## src/rtl/dec_mul_seq_ctrl_pkg.sv

```systemverilog
// Shared definitions for the digit-serial decimal32 multiplier sequencer:
// sizes, exponent bias, FSM state encoding, debug view and a BCD digit check.
package dec_mul_seq_ctrl_pkg;

   localparam int DIGITS = 7;
   localparam int EXP_W  = 8;
   localparam int BIAS   = 101;
   localparam int DIG_W  = 4;
   localparam int MAN_W  = DIGITS * DIG_W;
   localparam int PROD_W = 2 * MAN_W;
   localparam int GRS_W  = 12;
   localparam int SUM_W  = EXP_W + 2;
   localparam int CNT_W  = $clog2(DIGITS);

   typedef enum logic [2:0] {
      ST_IDLE = 3'd0,
      ST_CLR  = 3'd1,
      ST_MUL  = 3'd2,
      ST_NORM = 3'd3,
      ST_DONE = 3'd4
   } state_t;

   // Debug view of the sequencer for external checkers.
   typedef struct packed {
      state_t            state;
      logic [CNT_W-1:0]  cnt;
      logic              prod_zero;
   } dbg_t;

   // True when any BCD digit of the mantissa is outside 0..9.
   function automatic logic has_bad_digit(input logic [MAN_W-1:0] man);
      logic bad;
      bad = 1'b0;
      for (int i = 0; i < DIGITS; i++) begin
         if (man[i*DIG_W +: DIG_W] > 4'd9) bad = 1'b1;
      end
      return bad;
   endfunction

endpackage

```

## src/rtl/dec_mul_seq_ctrl_exp.sv

```systemverilog
// dec_exp_calc: removes the bias from an unbiased-width exponent sum and
// splits the 10-bit two's complement result into er / carry / underflow.
module dec_exp_calc
   import dec_mul_seq_ctrl_pkg::*;
(
   input  logic [SUM_W-1:0] exp_sum,
   output logic [EXP_W-1:0] er,
   output logic             carry,
   output logic             underflow
);

   logic [SUM_W-1:0] s;

   // Bias subtraction; bit 9 is the sign, bit 8 the overflow past 255.
   always_comb begin
      s         = exp_sum - SUM_W'(BIAS);
      er        = s[EXP_W-1:0];
      underflow = s[SUM_W-1];
      carry     = ~s[SUM_W-1] & s[EXP_W];
   end

endmodule

```

## src/rtl/dec_mul_seq_ctrl.sv

```systemverilog
// dec_mul_seq_ctrl: sequencer for the digit-serial decimal32 multiplier.
// Flow: IDLE -> CLR -> MUL (DIGITS cycles) -> NORM -> DONE -> IDLE.
// Handshakes: a transfer happens on a clk edge where valid and ready are both
// high; in_ready is high only in IDLE, out_valid only in DONE, and the out_*
// registers hold steady for as long as out_valid waits on out_ready.
// Optional feature: DEC_MUL_ZERO_BYPASS_EN sends zero-mantissa operands
// straight from IDLE to DONE with a zero result.
module dec_mul_seq_ctrl
   import dec_mul_seq_ctrl_pkg::*;
(
   input  logic              clk,
   input  logic              rst,
   input  logic              in_valid,
   output logic              in_ready,
   input  logic              a_sign,
   input  logic              b_sign,
   input  logic [EXP_W-1:0]  a_exp,
   input  logic [EXP_W-1:0]  b_exp,
   input  logic [MAN_W-1:0]  a_man,
   input  logic [MAN_W-1:0]  b_man,
   output logic              dp_clr,
   output logic              dp_step,
   output logic [DIG_W-1:0]  dp_digit,
   input  logic [PROD_W-1:0] dp_prod,
   output logic [EXP_W-1:0]  nm_er,
   output logic              nm_carry,
   output logic              nm_underflow,
   input  logic [EXP_W:0]    nm_er_res,
   input  logic [MAN_W-1:0]  nm_man,
   input  logic [GRS_W-1:0]  nm_grs,
   input  logic              nm_uf,
   output logic              out_valid,
   input  logic              out_ready,
   output logic              out_sign,
   output logic [EXP_W:0]    out_er,
   output logic [MAN_W-1:0]  out_man,
   output logic [GRS_W-1:0]  out_grs,
   output logic              out_uf,
   output logic              out_inv,
   output dbg_t              dbg
);

   state_t           state_q, state_d;
   logic [CNT_W-1:0] cnt_q;
   logic [MAN_W-1:0] b_shift_q;
   logic [SUM_W-1:0] exp_sum_q;
   logic             sign_q;
   logic             inv_q;
   logic             accept;
   logic             go_bypass;

   assign accept = (state_q == ST_IDLE) && in_valid;

`ifdef DEC_MUL_ZERO_BYPASS_EN
   logic [EXP_W-1:0] in_er;
   logic             in_carry;
   logic             in_uf;

   // Exponent of the incoming operands, needed when the result is loaded at accept.
   dec_exp_calc u_exp_in (
      .exp_sum   (SUM_W'(a_exp) + SUM_W'(b_exp)),
      .er        (in_er),
      .carry     (in_carry),
      .underflow (in_uf)
   );
   assign go_bypass = (a_man == '0) || (b_man == '0);
`else
   assign go_bypass = 1'b0;
`endif

   // Exponent seen by the Normalization stage, from the latched sum.
   dec_exp_calc u_exp (
      .exp_sum   (exp_sum_q),
      .er        (nm_er),
      .carry     (nm_carry),
      .underflow (nm_underflow)
   );

   // State register.
   always_ff @(posedge clk) begin
      if (rst) state_q <= ST_IDLE;
      else     state_q <= state_d;
   end

   // Next state and per-state strobes.
   always_comb begin
      state_d   = state_q;
      in_ready  = 1'b0;
      dp_clr    = 1'b0;
      dp_step   = 1'b0;
      out_valid = 1'b0;
      unique case (state_q)
         ST_IDLE: begin
            in_ready = 1'b1;
            if (in_valid) state_d = go_bypass ? ST_DONE : ST_CLR;
         end
         ST_CLR: begin
            dp_clr  = 1'b1;
            state_d = ST_MUL;
         end
         ST_MUL: begin
            dp_step = 1'b1;
            if (cnt_q == CNT_W'(DIGITS - 1)) state_d = ST_NORM;
         end
         ST_NORM: state_d = ST_DONE;
         ST_DONE: begin
            out_valid = 1'b1;
            if (out_ready) state_d = ST_IDLE;
         end
         default: state_d = ST_IDLE;
      endcase
   end

   // Current multiplier digit: LS digit of the shifting copy of b_man.
   always_comb begin
      dp_digit = '0;
      if (state_q == ST_MUL) dp_digit = b_shift_q[DIG_W-1:0];
   end

   // Operand latch at accept, digit counter and multiplier shift during MUL.
   always_ff @(posedge clk) begin
      if (rst) begin
         cnt_q     <= '0;
         b_shift_q <= '0;
         exp_sum_q <= '0;
         sign_q    <= 1'b0;
         inv_q     <= 1'b0;
      end else if (accept) begin
         b_shift_q <= b_man;
         exp_sum_q <= SUM_W'(a_exp) + SUM_W'(b_exp);
         sign_q    <= a_sign ^ b_sign;
         inv_q     <= has_bad_digit(a_man) | has_bad_digit(b_man);
      end else if (state_q == ST_CLR) begin
         cnt_q <= '0;
      end else if (state_q == ST_MUL) begin
         cnt_q     <= cnt_q + 1'b1;
         b_shift_q <= b_shift_q >> DIG_W;
      end
   end

   // Result registers: loaded in NORM (or at accept on the zero bypass), held otherwise.
   always_ff @(posedge clk) begin
      if (rst) begin
         out_sign <= 1'b0;
         out_er   <= '0;
         out_man  <= '0;
         out_grs  <= '0;
         out_uf   <= 1'b0;
         out_inv  <= 1'b0;
      end else if (state_q == ST_NORM) begin
         out_sign <= sign_q;
         out_er   <= nm_er_res;
         out_man  <= nm_man;
         out_grs  <= nm_grs;
         out_uf   <= nm_uf;
         out_inv  <= inv_q;
`ifdef DEC_MUL_ZERO_BYPASS_EN
      end else if (accept && go_bypass) begin
         out_sign <= a_sign ^ b_sign;
         out_er   <= {in_carry, in_er};
         out_man  <= '0;
         out_grs  <= '0;
         out_uf   <= 1'b0;
         out_inv  <= has_bad_digit(a_man) | has_bad_digit(b_man);
`endif
      end
   end

   assign dbg.state     = state_q;
   assign dbg.cnt       = cnt_q;
   assign dbg.prod_zero = (dp_prod == '0);

endmodule

```

## config.mk

```make
export PLATFORM = sky130hd
export DESIGN_NAME = dec_mul_seq_ctrl
export DESIGN_NICKNAME = d
export VERILOG_FILES = /design/src/rtl/dec_mul_seq_ctrl_pkg.sv /design/src/rtl/dec_mul_seq_ctrl_exp.sv /design/src/rtl/dec_mul_seq_ctrl.sv
export SDC_FILE = /design/constraint.sdc
export NUM_CORES = 1
export LEC_CHECK = 0
export ABC_AREA = 1
export CAP_MARGIN = 20
export CORE_ASPECT_RATIO = 1.2
export CORE_UTILIZATION = 30
export DETAILED_ROUTE_END_ITERATION = 12
export GPL_TIMING_DRIVEN = 0
export PLACE_DENSITY = 0.66
export SETUP_SLACK_MARGIN = 0.3
export SLEW_MARGIN = 20
export SYNTH_ARGS = -nofsm -noshare
export SYNTH_HDL_FRONTEND = slang
export SYNTH_SLANG_ARGS = --single-unit
export TNS_END_PERCENT = 30
```

## constraint.sdc

```tcl
create_clock -name clk -period 1.7 [get_ports clk]
set_input_delay 0.17 -clock clk [delete_from_list [all_inputs] [get_ports clk]]
set_output_delay 0.17 -clock clk [all_outputs]
set_load 0.05 [all_outputs]
```

* Word level (Yosys, flattened, before mapping)
Index checks and enable logic that the tools add are counted.
** Storage, ports and cells
- RAM bits :: 0
- Bits of input ports :: 184
- Bits in latches :: 0
- Output and inout port bits :: 77
- Word-level logic and storage cells :: 83
- Flip-flop bits (word level) :: 98
- Memories kept :: 0
- Memory bits (read-only) :: 0
** Operators by class
- Add/subtract/negate cells :: 3
- Divide/modulo/power cells :: 0
- Magnitude comparators :: 14
- Shifts and indexed selects :: 0
- Bitwise gates (word level) :: 5
- Equality and inequality tests :: 9
- Mux-type cells :: 32
- Multipliers :: 0
- Reductions and logical operators :: 8
** Operators with widths (count)
- $mux W28 :: 3
- $gt A4 B4 Y1 const B :: 14
- $logic_not A56 Y1 :: 1
- $mux W1 :: 22
- $mux W3 :: 5
- $pmux W3 S5 :: 1
- $sub A10 B7 Y10 const B :: 1
- $add A8 B8 Y9 :: 1
- $ne A2 B2 Y1 const B :: 4
- $eq A3 B2 Y1 const B :: 2
- $eq A3 B3 Y1 const B :: 2
- $mux W4 :: 1
- $reduce_and A2 Y1 :: 2
- $reduce_bool A2 Y1 :: 2
- $add A3 B1 Y3 const B :: 1
- $eq A3 B1 Y1 const B :: 1
- $logic_not A3 Y1 :: 1
- $reduce_and A3 Y1 :: 1
- $not A1 Y1 :: 2
- $and A1 B1 Y1 :: 1
- $logic_and A1 B1 Y1 :: 1
- $or A1 B1 Y1 :: 1
- $xor A1 B1 Y1 :: 1

* Logic depth before layout (Yosys ltp)
- Word-level depth :: 11
- Gate-level depth with buffers :: 9
- Depth with buffers taken out :: 9

* By module
From an unflattened synthesis, not the netlist that was laid out.
** Second synthesis, totals
- Cells, all modules :: 648
- Area total of the unflattened synthesis :: 4540.6 µm²
** Modules (own cells, without submodules)
- dec_mul_seq_ctrl :: sequential area each 1941.9 µm², area an instance 4334.2 µm², cells each 609, instances 1
- dec_exp_calc :: sequential area each 0.0 µm², area an instance 206.4 µm², cells each 39, instances 1

* Worst setup path after synthesis
OpenSTA, ideal clock, no wires.
- Path kind :: reg2out
- Start :: register state_q[1]
- End :: output dp_digit[0]
- Arrival time :: 2205 ps
- Path slack :: -675 ps
- Buffers on the path :: 1
- Cell stages (with the launch flop) :: 6
- Path through :: dfxtp_1 > inv_2 > nor2_4 > inv_2 > buf_2 > nor2_1
** Between the ends
- Word-level cells in the longest chain between the ends :: 2
** RTL lines
- start, declared :: line dec_mul_seq_ctrl.sv:43 : state_t state_q, state_d;
- start signal, assigned :: line dec_mul_seq_ctrl.sv:82 : else state_q <= state_d;
- $eq A3 B2 Y1 :: line dec_mul_seq_ctrl.sv:117 : if (state_q == ST_MUL) dp_digit = b_shift_q[DIG_W-1:0];
- $mux W4 :: line dec_mul_seq_ctrl.sv:117
- end, declared :: line dec_mul_seq_ctrl.sv:23 : output logic [DIG_W-1:0] dp_digit,
Every way passes these cells.

* Worst setup path after layout
- Start :: register exp_sum_q[0]
- End :: output nm_er[6]
** Between the ends
- Word-level cells in the longest chain between the ends :: 1
** RTL lines
- start, declared :: line dec_mul_seq_ctrl.sv:46 : logic [SUM_W-1:0] exp_sum_q;
- start signal, assigned :: line dec_mul_seq_ctrl.sv:130 : exp_sum_q <= SUM_W'(a_exp) + SUM_W'(b_exp);
- $sub A10 B7 Y10 :: line dec_mul_seq_ctrl_exp.sv:16 : s = exp_sum - SUM_W'(BIAS);
- end, declared :: line dec_mul_seq_ctrl.sv:25 : output logic [EXP_W-1:0] nm_er,
Every way passes these cells.

==> metrics.cfg <==
[run_status]
run_status = complete, but fails checks
failing_checks = setup timing

[global_route]
grt_overflow = 0
grt_pass1_vias = 5086
grt_max_degree = 18
antenna_violations_before_repair = 0
global_route_wire_length_before_repair_microns = 25130
globalRouteTotalUtil_pct = 20.83

[synthesis]
synth.yosys.warnings = 0
synth_nets = 833
synth.ff_latch_count = 97
yosys_top_cell_by_area = sky130_fd_sc_hd__dfxtp_1
synth_top_cell_area_share_pct = 42.97
post_synth_main_area_contributors = sky130_fd_sc_hd__dfxtp_1, sky130_fd_sc_hd__nor2_1, sky130_fd_sc_hd__o21ai_0, sky130_fd_sc_hd__nand2_1, sky130_fd_sc_hd__a21oi_1
average_instance_area_after_synthesis_sq_um = 7.095
syn_area_sq_mm = 0.004519
synthFlopType = sky130_fd_sc_hd__dfxtp_1
netlist_instances = 637
ys_async_sr_fraction_pct = 0
yosysSeqAreaShare_pct = 42.97
number_of_synthesized_flops_with_an_enable_pin = 0
cell_variety_after_synth = 27

[final_layout]
layout.area.seq_sq_mm = 0.001957
syn_to_final_growth_pct = 85.33
filler_cell_count = 1427
mostFrequentLayoutCell = sky130_fd_sc_hd__clkdlybuf4s50_1
finish.net_count = 1113
share_of_cells_above_drive_strength_1_pct = 26.25
multi_input_area_sq_mm = 0.002736
fin_cells = 1122
number_of_diodes_added_for_antenna_fixing = 0
layout.cells.most_common_list = sky130_fd_sc_hd__clkdlybuf4s50_1, sky130_fd_sc_hd__nor2_1, sky130_fd_sc_hd__dfxtp_1

[drt]
drtPass1Iterations = 4
detail_route.wirelength_microns = 16260
vias_per_cell = 4.625
drt.antenna.violating_nets = 0
drt-initial-drc-count = 102
dr_total_vias = 5189
drc_errors = 0
routed_wire_per_std_cell_microns = 14.49

[timing]
report.final.setup_viol = 7
timing.clock.skew_ns = 0.006776
hold_viol_final = 0
min_period_over_period_pct = 112.3
worst_slack_ns = -0.2089
fin_crit_ns = 1.909
max_slew.worst_pin.slew_ns = 0.6904
achievable-frequency_mhz = 523.9
timing.slew.headroom_pct = 53.97
timing.final.max_slew_violations = 0
worst_case_hold_slack_ns = 0.2022
grt_setup_unrepaired = yes

[critical_path]
crit_chain = clkinvlp_4 -> ha_4 -> o21ai_4 -> buf_4 -> o21ai_4 -> xor2_4 -> buf_6
cp_data_arrival_time_ns = 1.74
cp_slowest_stage_delay_ns = 0.35
crit_slowest_cell = sky130_fd_sc_hd__dfxtp_2
cp.required_ns = 1.53
setup.reg_to_reg.worst_slack_ns = 0.20
cp_top_family = buffers and inverters
cp_common_cell = sky130_fd_sc_hd__o21ai_4
criticalPathCategory = flop to output port
largest_driver_fanout_on_the_critical_path = 3
worst-path-buf-inv = 3
nature_of_the_critical_path_endpoint = output port
cp-start-kind = flop

[clock_network]
root_buffer_cell = sky130_fd_sc_hd__clkbuf_16
clk_pin_slew_ns = 0.07
worstSkewPairLatency_ns = 0.35
clock_tree.htree_level_count = 3
clock_buffer_count_from_cts = 9
clock_tree_from_tritoncts = built
cts.sink_count = 97
ctsHoldBuffers = 0
clockBufferDepth = 2

[power]
worst_ir_drop_vdd_mv = 0.4830
leakagePower_nw = 3.563
powerDensity_mw_per_mm2 = 858.6

[placement]
place.port_buffers = 252
gpl.final_weighted_congestion = 0.8167
setup_slack_placement_ns = -0.5555
detailedPlacementHpwl_microns = 12520
numPlacedInstances = 1089

[floorplanning]
chipHeight_microns = 136.5
initial_utilization_pct = 31.10
die_width_microns = 114.0
core.rowCount = 48
die_area_sq_mm = 0.01556
io_pins = 261
core_area_sq_mm = 0.01453

[job]
maxCapViolCount = 0

[hold_path]
min_path_type = input port to flop

## layer usage
layer | up-vias | part of all wire, % | track usage [%]
met1 | 2311 | 38 | 21.71
met4 | 0 | 1.6 | 5.916
met5 | - | 0 | 0
met3 | 18 | 11 | 8.292
met2 | 213 | 50 | 38.28
li1 | 2647 | - | -
## flip-flops by register name (all words and copies together) (netlist names)
name,cells
b_shift_q,28
cnt_q,3
exp_sum_q,9
inv_q,1
out_er,9
out_grs,12
out_inv,1
out_man,28
out_sign,1
out_uf,1
sign_q,1
state_q,3
## metrics by stage
stage	cell area [sq um]	TNS, ns	utilization (%)	power (mW)
final	8376	-0.7503	57.63	7.191
after global routing	8376	-1.329	57.63	7.517
after CTS	8079	-0.7774	55.59	7.013
after detailed placement	7471	-5.532	51.40	4.754
after global placement	7471	-5.448	51.40	4.746
after floorplan	4698	-0.1495	-	3.840
## where the power goes
part           internal [mW]  switching, mW  total, mW
clock                   1.17          0.964       2.13
combinational           1.10           1.36       2.46
sequential              2.46          0.138       2.60
total                   4.73           2.47       7.19
## cells by family after synthesis
logic type	count (synthesis)	synth area share (%)
and+or+nand+nor	270	24.50
adders and majority gates	12	3.488
xor gates and xnor gates	10	1.938
AOI/OAI and AO/OA	172	19.13
DFF	97	42.97
buffers and inverters	76	7.974
## area by class of cell
cell class | count | share of cell area, %
inverters | 44 | 2.286
plain buffers | 32 | 4.422
flip-flops and latches | 97 | 23.36
clock buffers | 10 | 2.734
clock inverters | 6 | 0.8814
multi-input cells | 464 | 32.67
repair buffers | 269 | 30.65
well taps | 200 | 2.988
## Yosys cell counts (2+ instances only)
library cell / count
sky130_fd_sc_hd__o21ai_0: 112
sky130_fd_sc_hd__clkbuf_1: 13
sky130_fd_sc_hd__nor3_1: 2
sky130_fd_sc_hd__nand2_4: 2
sky130_fd_sc_hd__buf_2: 8
sky130_fd_sc_hd__nand2_1: 83
sky130_fd_sc_hd__dfxtp_1: 97
sky130_fd_sc_hd__o21ai_1: 13
sky130_fd_sc_hd__inv_2: 5
sky130_fd_sc_hd__nor4_1: 3
sky130_fd_sc_hd__a21oi_1: 45
sky130_fd_sc_hd__xor2_1: 8
sky130_fd_sc_hd__inv_1: 39
sky130_fd_sc_hd__ha_1: 11
sky130_fd_sc_hd__nor2_4: 2
sky130_fd_sc_hd__nand3_1: 17
sky130_fd_sc_hd__xnor2_1: 2
sky130_fd_sc_hd__nor2_1: 152
sky130_fd_sc_hd__nand4_1: 7
sky130_fd_sc_hd__buf_4: 3
sky130_fd_sc_hd__buf_6: 7
## worst paths after layout
check | startpoint | endpoint | depth (start not counted)
max | exp_sum_q[0] | nm_er[6] | 7
min | rst | state_q[0] | 2
max reg2reg | state_q[0] | sign_q | 9
min reg2reg | sign_q | sign_q | 2
## what timing repair did
item                                    in CTS  in global routing
endpoints found under the setup margin     138                154
resized for setup                          351                164
buffers inserted                            11                  6
pin swaps                                   56                 51
cloned                                       0                  0
Note: power is estimated with default switching activity, not from simulation.
